## src/rtl/spi_byte_engine.sv

```systemverilog
// spi_byte_engine: byte-wide mode-0 SPI master with read-ahead dummy transfers.
// Optional slow sclk timing is built only when SPI_SLOW_MODE_EN is defined.
module spi_byte_engine #(
  parameter logic [7:0] SLOW_DIV = 8'd63
) (
  input  logic       clk,
  input  logic       rst_n,
  input  logic       clken,
  input  logic       enviar_dato,
  input  logic       recibir_dato,
  input  logic [7:0] din,
  output logic [7:0] dout,
  output logic       oe,
  output logic       spi_transfer_in_progress,
  input  logic       slow,
  output logic       sclk,
  output logic       mosi,
  input  logic       miso
);

  localparam logic [1:0] S_IDLE = 2'd0;
  localparam logic [1:0] S_LOW  = 2'd1;
  localparam logic [1:0] S_HIGH = 2'd2;

  logic [1:0] state;
  logic       prev_wr;
  logic       prev_rd;
  logic       pend_wr;
  logic       pend_rd;
  logic [7:0] sh;
  logic [7:0] rx;
  logic [2:0] cnt;
  logic       busy;
  logic       phase_done;
  logic       start;
  logic       wr_edge;
  logic       rd_edge;

  assign wr_edge = enviar_dato & ~prev_wr;
  assign rd_edge = recibir_dato & ~prev_rd;
  assign start = clken & (state == S_IDLE)
               & (pend_wr | pend_rd);
  assign oe = recibir_dato;
  assign spi_transfer_in_progress = busy;

`ifdef SPI_SLOW_MODE_EN
  logic [7:0] div;
  logic       slow_q;

  assign phase_done = ~slow_q | (div == SLOW_DIV);

  // Per-phase tick divider; slow is latched only at transfer start
  always_ff @(posedge clk or negedge rst_n) begin
    if (!rst_n) begin
      div    <= 8'd0;
      slow_q <= 1'b0;
    end else if (clken) begin
      if (start) begin
        slow_q <= slow;
        div    <= 8'd0;
      end else if (state != S_IDLE) begin
        div <= phase_done ? 8'd0 : div + 8'd1;
      end
    end
  end
`else
  logic unused_slow;

  assign unused_slow = slow;
  assign phase_done = 1'b1;
`endif

  // Request level history for rising-edge detection (runs regardless of clken)
  always_ff @(posedge clk or negedge rst_n) begin
    if (!rst_n) begin
      prev_wr <= 1'b0;
      prev_rd <= 1'b0;
    end else begin
      prev_wr <= enviar_dato;
      prev_rd <= recibir_dato;
    end
  end

  // Pending flags: edges latch only while idle; a start consumes both
  always_ff @(posedge clk or negedge rst_n) begin
    if (!rst_n) begin
      pend_wr <= 1'b0;
      pend_rd <= 1'b0;
    end else if (start) begin
      pend_wr <= 1'b0;
      pend_rd <= 1'b0;
    end else if (state == S_IDLE) begin
      pend_wr <= pend_wr | wr_edge;
      pend_rd <= pend_rd | rd_edge;
    end
  end

  // Shift engine: IDLE -> LOW -> HIGH -> ... -> IDLE, one bit per LOW/HIGH pair
  always_ff @(posedge clk or negedge rst_n) begin
    if (!rst_n) begin
      state <= S_IDLE;
      sclk  <= 1'b0;
      mosi  <= 1'b1;
      busy  <= 1'b0;
      sh    <= 8'd0;
      rx    <= 8'd0;
      cnt   <= 3'd0;
      dout  <= 8'hFF;
    end else if (clken) begin
      case (state)
        S_IDLE: begin
          if (pend_wr | pend_rd) begin
            busy  <= 1'b1;
            sh    <= pend_wr ? din : 8'hFF;
            mosi  <= pend_wr ? din[7] : 1'b1;
            cnt   <= 3'd0;
            sclk  <= 1'b0;
            state <= S_LOW;
          end
        end
        S_LOW: begin
          if (phase_done) begin
            sclk  <= 1'b1;
            rx    <= {rx[6:0], miso};
            state <= S_HIGH;
          end
        end
        S_HIGH: begin
          if (phase_done) begin
            sclk <= 1'b0;
            if (cnt == 3'd7) begin
              dout  <= rx;
              busy  <= 1'b0;
              mosi  <= 1'b1;
              state <= S_IDLE;
            end else begin
              sh    <= {sh[6:0], 1'b0};
              mosi  <= sh[6];
              cnt   <= cnt + 3'd1;
              state <= S_LOW;
            end
          end
        end
        default: state <= S_IDLE;
      endcase
    end
  end

endmodule

```

## config.mk

```make
export PLATFORM = sky130hd
export DESIGN_NAME = spi_byte_engine
export DESIGN_NICKNAME = d
export VERILOG_FILES = /design/src/rtl/spi_byte_engine.sv
export SDC_FILE = /design/constraint.sdc
export NUM_CORES = 1
export LEC_CHECK = 0
export ABC_AREA = 1
export BUFFER_PORTS_ARGS = -buffer_cell sky130_fd_sc_hd__buf_2
export CORE_AREA = 2 2 79 81
export DETAILED_ROUTE_END_ITERATION = 12
export DIE_AREA = 0 0 81 83
export GPL_TIMING_DRIVEN = 1
export PLACE_DENSITY = 0.58
export REMOVE_ABC_BUFFERS = 1
export SYNTH_ARGS = -nofsm -noshare
export SYNTH_HDL_FRONTEND = slang
export SYNTH_SLANG_ARGS = --single-unit
```

## constraint.sdc

```tcl
create_clock -name clk -period 1.74 [get_ports clk]
set_clock_uncertainty 0.2 [all_clocks]
set_input_delay 0 -clock clk [delete_from_list [all_inputs] [get_ports clk]]
set_output_delay 0 -clock clk [all_outputs]
set_load 0.05 [all_outputs]
```

==> run_results.csv, run 1 <==
group,metric,value,unit
global_route,grt_pass1_wl,6420,µm
timing,min_period,1.64,ns
timing,hold_ws,0.172,ns
drt,vias,1367,
run_status,outcome,"completed",
drt,wl_met3,175,µm
global_route,gr-total-overflow,0,
finish,drive_gt1_frac,0.263,
die,chipHeight,83,µm
drt,vias_per_cell,4.19,
finish,postLayoutCoreUtil,0.379,
critical_path,cp.required,1.71,ns
power,p_per_area,1450,mW/mm²
global_route,grt_pass1_vias,1361,
die,row_count,28,
power,p_total,3.20,mW
timing,finalSetupViolations,0,
die,start_util,0.300,
timing,max_freq,609,MHz
cts,ctsHtreeMaxLevel,2,
yosys,ys_ff_latch,35,
yosys,synthTopCellsByArea,"dfrtp_1 37%, nand2_1 17%, dfstp_2 14%",
critical_path,cp-end-kind,"flip-flop",
yosys,synth_top_area_cell,"dfrtp_1",
cts,insertion_delay,0.29,ns
finish,layout.nets,268,
finish,mostFrequentLayoutCell,"nand2_1",
cts,ctsLongestPathBuffers,2,
die,boundaryPins,27,
drt,drt-total-wl,3610,µm
placement,io_buffers,25,
global_route,gr-usage-all-layers,0.120,
cts,cts_tree,"done",
drt,wl_met2,1580,µm
die,coreArea,0.00582,mm²
placement,placed_cells,303,
cts,clkSlewWorstSetupHoldPaths,0.07,ns
drt,post_drt_wl_per_cell,11.1,µm
placement,routabilityCongestion,0.758,
yosys,ys_warn_count,0,
timing,hold_violations,0,
finish,instances_no_fill,326,
critical_path,cp-start-kind,"flip-flop",
yosys,synth_cell_types,19,
critical_path,worstPathMaxFanout,6,
placement,detailed_place_hpwl,2310,µm
critical_path,path_class,"reg -> reg",
flow_run,cap_violations,0,
drt,drt_iter0_markers,74,
yosys,avgSynthCellArea,8.36,µm²
critical_path,crit_arrival,1.62,ns
finish,area_delta_synth_final,26.1,%
yosys,ys_seq_area_frac,0.508,
finish,layout_common_cells,"78 x nand2_1, 26 x inv_1, 26 x dfrtp_1",
cts,clock-sinks,35,
yosys,synth_area,0.00175,mm²
die,die_w,81,µm
yosys,synth_cells,209,
timing,rsz0062_at_grt,"no",
cts,cts_buffers,5,
timing,fin_tns_setup,0,ns
cts,cts_root_buf,"clkbuf_8",
timing,slew_headroom,0.726,
hold_path,hp-class,"in -> reg",
drt,antenna_left,0,
power,p_leak,1.14,nW
die,dieArea,0.00672,mm²
drt,dr.pass1.iters,4,
drt,wirelength_met1,1810,µm
power,vdd_drop_max,0.695,mV
yosys,synth_top_area_share,0.372,
drt,routed.top_layer,"met4",
timing,tightest_slew,0.410,ns
timing,drv_slew,0,
drt,drc,0,
finish,antenna_cells,0,
timing,timing.final.crit_share,0.943,
global_route,grt_max_degree,36,
global_route,antenna_found_initial,0,
finish,fillers,610,
-- state kept, by name (all words and copies together) (netlist names) --
| signal | flops |
|---|---|
| dout | 8 |
| rx | 8 |
| sh | 7 |
| cnt | 3 |
| state | 2 |
| mosi | 1 |
| pend_rd | 1 |
| pend_wr | 1 |
| prev_rd | 1 |
| prev_wr | 1 |
| sclk | 1 |
| spi_transfer_in_progress | 1 |
-- kinds of logic (layout without fill, tap and decap cells) --
group	after synthesis	after routing	share of synthesized area
and+or+nand+nor	115	116	0.292
buffers and inverters	37	78	0.107
DFF	35	35	0.508
AOI/OAI and AO/OA	19	19	0.0716
adders and majority gates	3	3	0.0215
-- stage by stage --
step / setup slack, ns / instance area, µm²
after floorplan: -0.291 / 1660
after global placement: 0.0122 / 1920
after detailed placement: -0.0367 / 1920
after CTS: 0.00579 / 2170
after global routing: 0.0168 / 2200
final: 0.0990 / 2200
-- report_power, final --
group,internal (mW),switching [mW]
Combinational,0.445,0.880
Sequential,1.08,0.194
Clock,0.319,0.286
-- layout make-up --
class | count | area [µm²] | share of cell area
sequential | 35 | 887 | 0.403
multi-input combinational | 138 | 718 | 0.326
timing repair buffer | 43 | 312 | 0.141
inverter | 27 | 101 | 0.0460
tap | 75 | 93.8 | 0.0426
clock buffer | 7 | 86.3 | 0.0392
clock inverter | 1 | 5.00 | 0.00227
-- synth_stat cells, drive strengths merged --
library cell	n
nand3b	2
dfrtp	26
buf	10
nor2	7
ha	3
o21ai	17
nand2	82
nand3	24
dfstp	9
inv	27
a21oi	2
-- worst paths after layout --
path | cells past startpoint | start | slack, ns | to
max reg2reg | 6 | cnt[0] | 0.1 | cnt[2]
min in group asynchronous | 4 | rst_n | 0.57 | rx[2]
max | 6 | cnt[0] | 0.1 | cnt[2]
min reg2reg | 2 | mosi | 0.27 | mosi
max in group asynchronous | 4 | rst_n | 0.52 | dout[6]
min | 2 | enviar_dato | 0.17 | prev_wr
-- what timing repair did --
| item | in CTS | in global routing |
|---|---|---|
| endpoints found under the hold margin | 52 | 0 |
| resized for setup | 2 | 6 |
| setup buffers | 0 | 0 |
| endpoints found under the setup margin | 10 | 18 |
| cloned | 1 | 0 |
| hold buffers | 14 | 0 |
| pin swaps | 1 | 2 |
-- critical path, cell delays in order (launching register included) --
cell     delay, ns
dfrtp_1       0.40
ha_1          0.23
ha_2          0.20
a21oi_4       0.22
nand3_4       0.14
nand2_1       0.09
nand2_1       0.05
-- layer usage --
| layer | up-vias | track usage |
|---|---|---|
| met2 | 24 | 0.180 |
| li1 | 723 | - |
| met4 | 0 | 0.0277 |
| met3 | 6 | 0.0446 |
| met1 | 614 | 0.164 |
| met5 | - | 0 |
Power figures use the tool's default switching activity.
==> inputs of run 2 (changes only) <==
==> constraint.sdc (replaced) <==
create_clock -name clk -period 1.74 [get_ports clk]
set_clock_uncertainty 0.2 [all_clocks]
set_input_delay 0.261 -clock clk [delete_from_list [all_inputs] [get_ports clk]]
set_output_delay 0.261 -clock clk [all_outputs]
set_load 0.05 [all_outputs]
==> run_results.csv, run 2 (synthesized netlist as in run 1, its figures left out) <==
group,metric,value,unit
run_status,outcome,"completed",
flow_run,cap_violations,0,
placement,detailed_place_hpwl,2270,µm
timing,hold_violations,0,
timing,tightest_slew,0.400,ns
global_route,grt_pass1_vias,1331,
finish,antenna_cells,0,
global_route,use_met1,0.150,
critical_path,reg2reg_from,"cnt[0]",
finish,layout.nets,257,
placement,dpl_cell_area,0.00192,mm²
die,coreArea,0.00582,mm²
power,p_leak,1.10,nW
drt,drt_iter0_markers,104,
timing,hold_ws,0.0281,ns
global_route,grt_max_degree,20,
global_route,antenna_found_initial,0,
critical_path,crit_arrival,1.66,ns
critical_path,cp.required,1.76,ns
power,vdd_drop_max,0.754,mV
timing,timing.final.crit_share,0.944,
die,boundaryPins,27,
timing,max_freq,609,MHz
finish,area_delta_synth_final,21.4,%
placement,routabilityCongestion,0.728,
drt,vias,1326,
critical_path,path_class,"reg -> reg",
finish,layout_common_cells,"78 x nand2_1, 26 x inv_1, 25 x dfrtp_1, 25 x buf_2, 21 x nand3_1",
global_route,grt_pass1_wl,5930,µm
hold_path,hp-class,"in -> reg",
critical_path,r2r_slack,0.1,ns
timing,slew_headroom,0.733,
die,dieArea,0.00672,mm²
finish,finalInstanceArea,0.00212,mm²
drt,antenna_left,0,
hold_path,worstHoldPathCells,3,
hold_path,min_to,"rx[0]",
critical_path,worstPathMaxFanout,10,
global_route,globalRouteMet2Util,0.162,
cts,cts_setup_buffers,0,
finish,mostFrequentLayoutCell,"nand2_1",
critical_path,cp-start-kind,"flip-flop",
critical_path,r2r_cells,6,
global_route,gr-usage-all-layers,0.111,
timing,finalSetupViolations,0,
drt,vias_per_cell,4.21,
drt,post_drt_wl_per_cell,10.4,µm
cts,cts_tree,"done",
global_route,top_usage_layer,"met2",
cts,insertion_delay,0.28,ns
drt,drt-total-wl,3260,µm
cts,ctsLongestPathBuffers,2,
global_route,grt_util_met3,0.0326,
cts,ctsHtreeMaxLevel,2,
critical_path,slowest_delay,0.40,ns
finish,postLayoutCoreUtil,0.365,
die,row_count,28,
placement,io_buffers,25,
finish,instances_no_fill,315,
critical_path,cp-end-kind,"flip-flop",
placement,placed_cells,303,
critical_path,path_cells,"ha_1 > ha_2 > a21oi_4 > buf_6 > nand3_1 > nand2_1",
die,start_util,0.300,
drt,dr.pass1.iters,4,
finish,top_regs,"dout (8), rx (8), sh (7)",
cts,clock-sinks,35,
cts,cts_root_buf,"clkbuf_8",
cts,clkSlewWorstSetupHoldPaths,0.07,ns
power,p_per_area,1560,mW/mm²
hold_path,hp-start,"miso",
critical_path,reg2reg_to,"sh[2]",
timing,min_period,1.64,ns
die,chipHeight,83,µm
finish,drive_gt1_frac,0.283,
global_route,gr-total-overflow,0,
drt,drc,0,
cts,cts_buffers,5,
critical_path,slowest_stage,"dfrtp_1",
timing,drv_slew,0,
die,die_w,81,µm
==> run 2: cell types whose count changed in the layout (fill, tap and decap cells not counted) <==
| cell | previous run | this run |
|---|---|---|
| clkbuf_1 | 1 | 0 |
| bufinv_16 | 0 | 1 |
| dfrtp_2 | 0 | 1 |
| dfrtp_1 | 26 | 25 |
| dlygate4sd3_1 | 14 | 3 |
==> run 2: metrics by stage <==
stage / total power [mW] / worst slack, ns / TNS, ns
2_1_floorplan: 2.14 / -0.291 / -3.11
3_3_place_gp: 2.48 / -0.0294 / -0.258
3_5_place_dp: 2.50 / -0.0777 / -0.735
4_1_cts: 3.31 / 0.00660 / 0
5_1_grt: 3.62 / -0.00197 / -0.00197
6_report: 3.30 / 0.0983 / 0
==> run 2: critical path, delay by kind of cell (launching register included) <==
family / cells / cell delay (ns)
fa+ha+maj: 2 / 0.43
flops: 1 / 0.40
compound gates: 1 / 0.22
buf+inv: 1 / 0.18
simple gates: 2 / 0.15
==> run 2: how the worst max path moves through the flow <==
stage	startpoint	to	slack (ns)	cells past startpoint
6_report	cnt[0]	sh[2]	0.1	6
5_1_grt	cnt[0]	sh[0]	-0.002	6
4_1_cts	cnt[0]	sh[2]	0.007	6
3_5_place_dp	state[1]	dout[4]	-0.08	5
3_3_place_gp	state[1]	dout[4]	-0.03	5
2_1_floorplan	cnt[0]	sh[1]	-0.29	6
==> run 2: report_power, final <==
group	switching, mW	leakage, nW	internal [mW]
registers	0.199	0.413	1.08
clock network	0.287	0.0612	0.463
logic	0.846	0.630	0.430
==> run 2: timing repair <==
action	in CTS	in global routing
hold endpoints to repair	17	0
endpoints found under the setup margin	18	25
cloned	1	0
resized for setup	3	6
pin swaps	1	2
hold buffers	3	0
==> run 2: layout make-up <==
type,count,area (µm²)
fill,643,3690
sequential,35,888
multi-input combinational,138,718
timing repair buffer,32,201
inverter,27,101
tap,75,93.8
clock buffer,6,82.6
clock inverter,2,35.0
==> run 2: layer usage <==
metal / vias to the layer above / wire length [µm]
met5: - / 0
met4: 0 / 13
met3: 2 / 237
met2: 35 / 1440
met1: 586 / 1570
li1: 703 / -
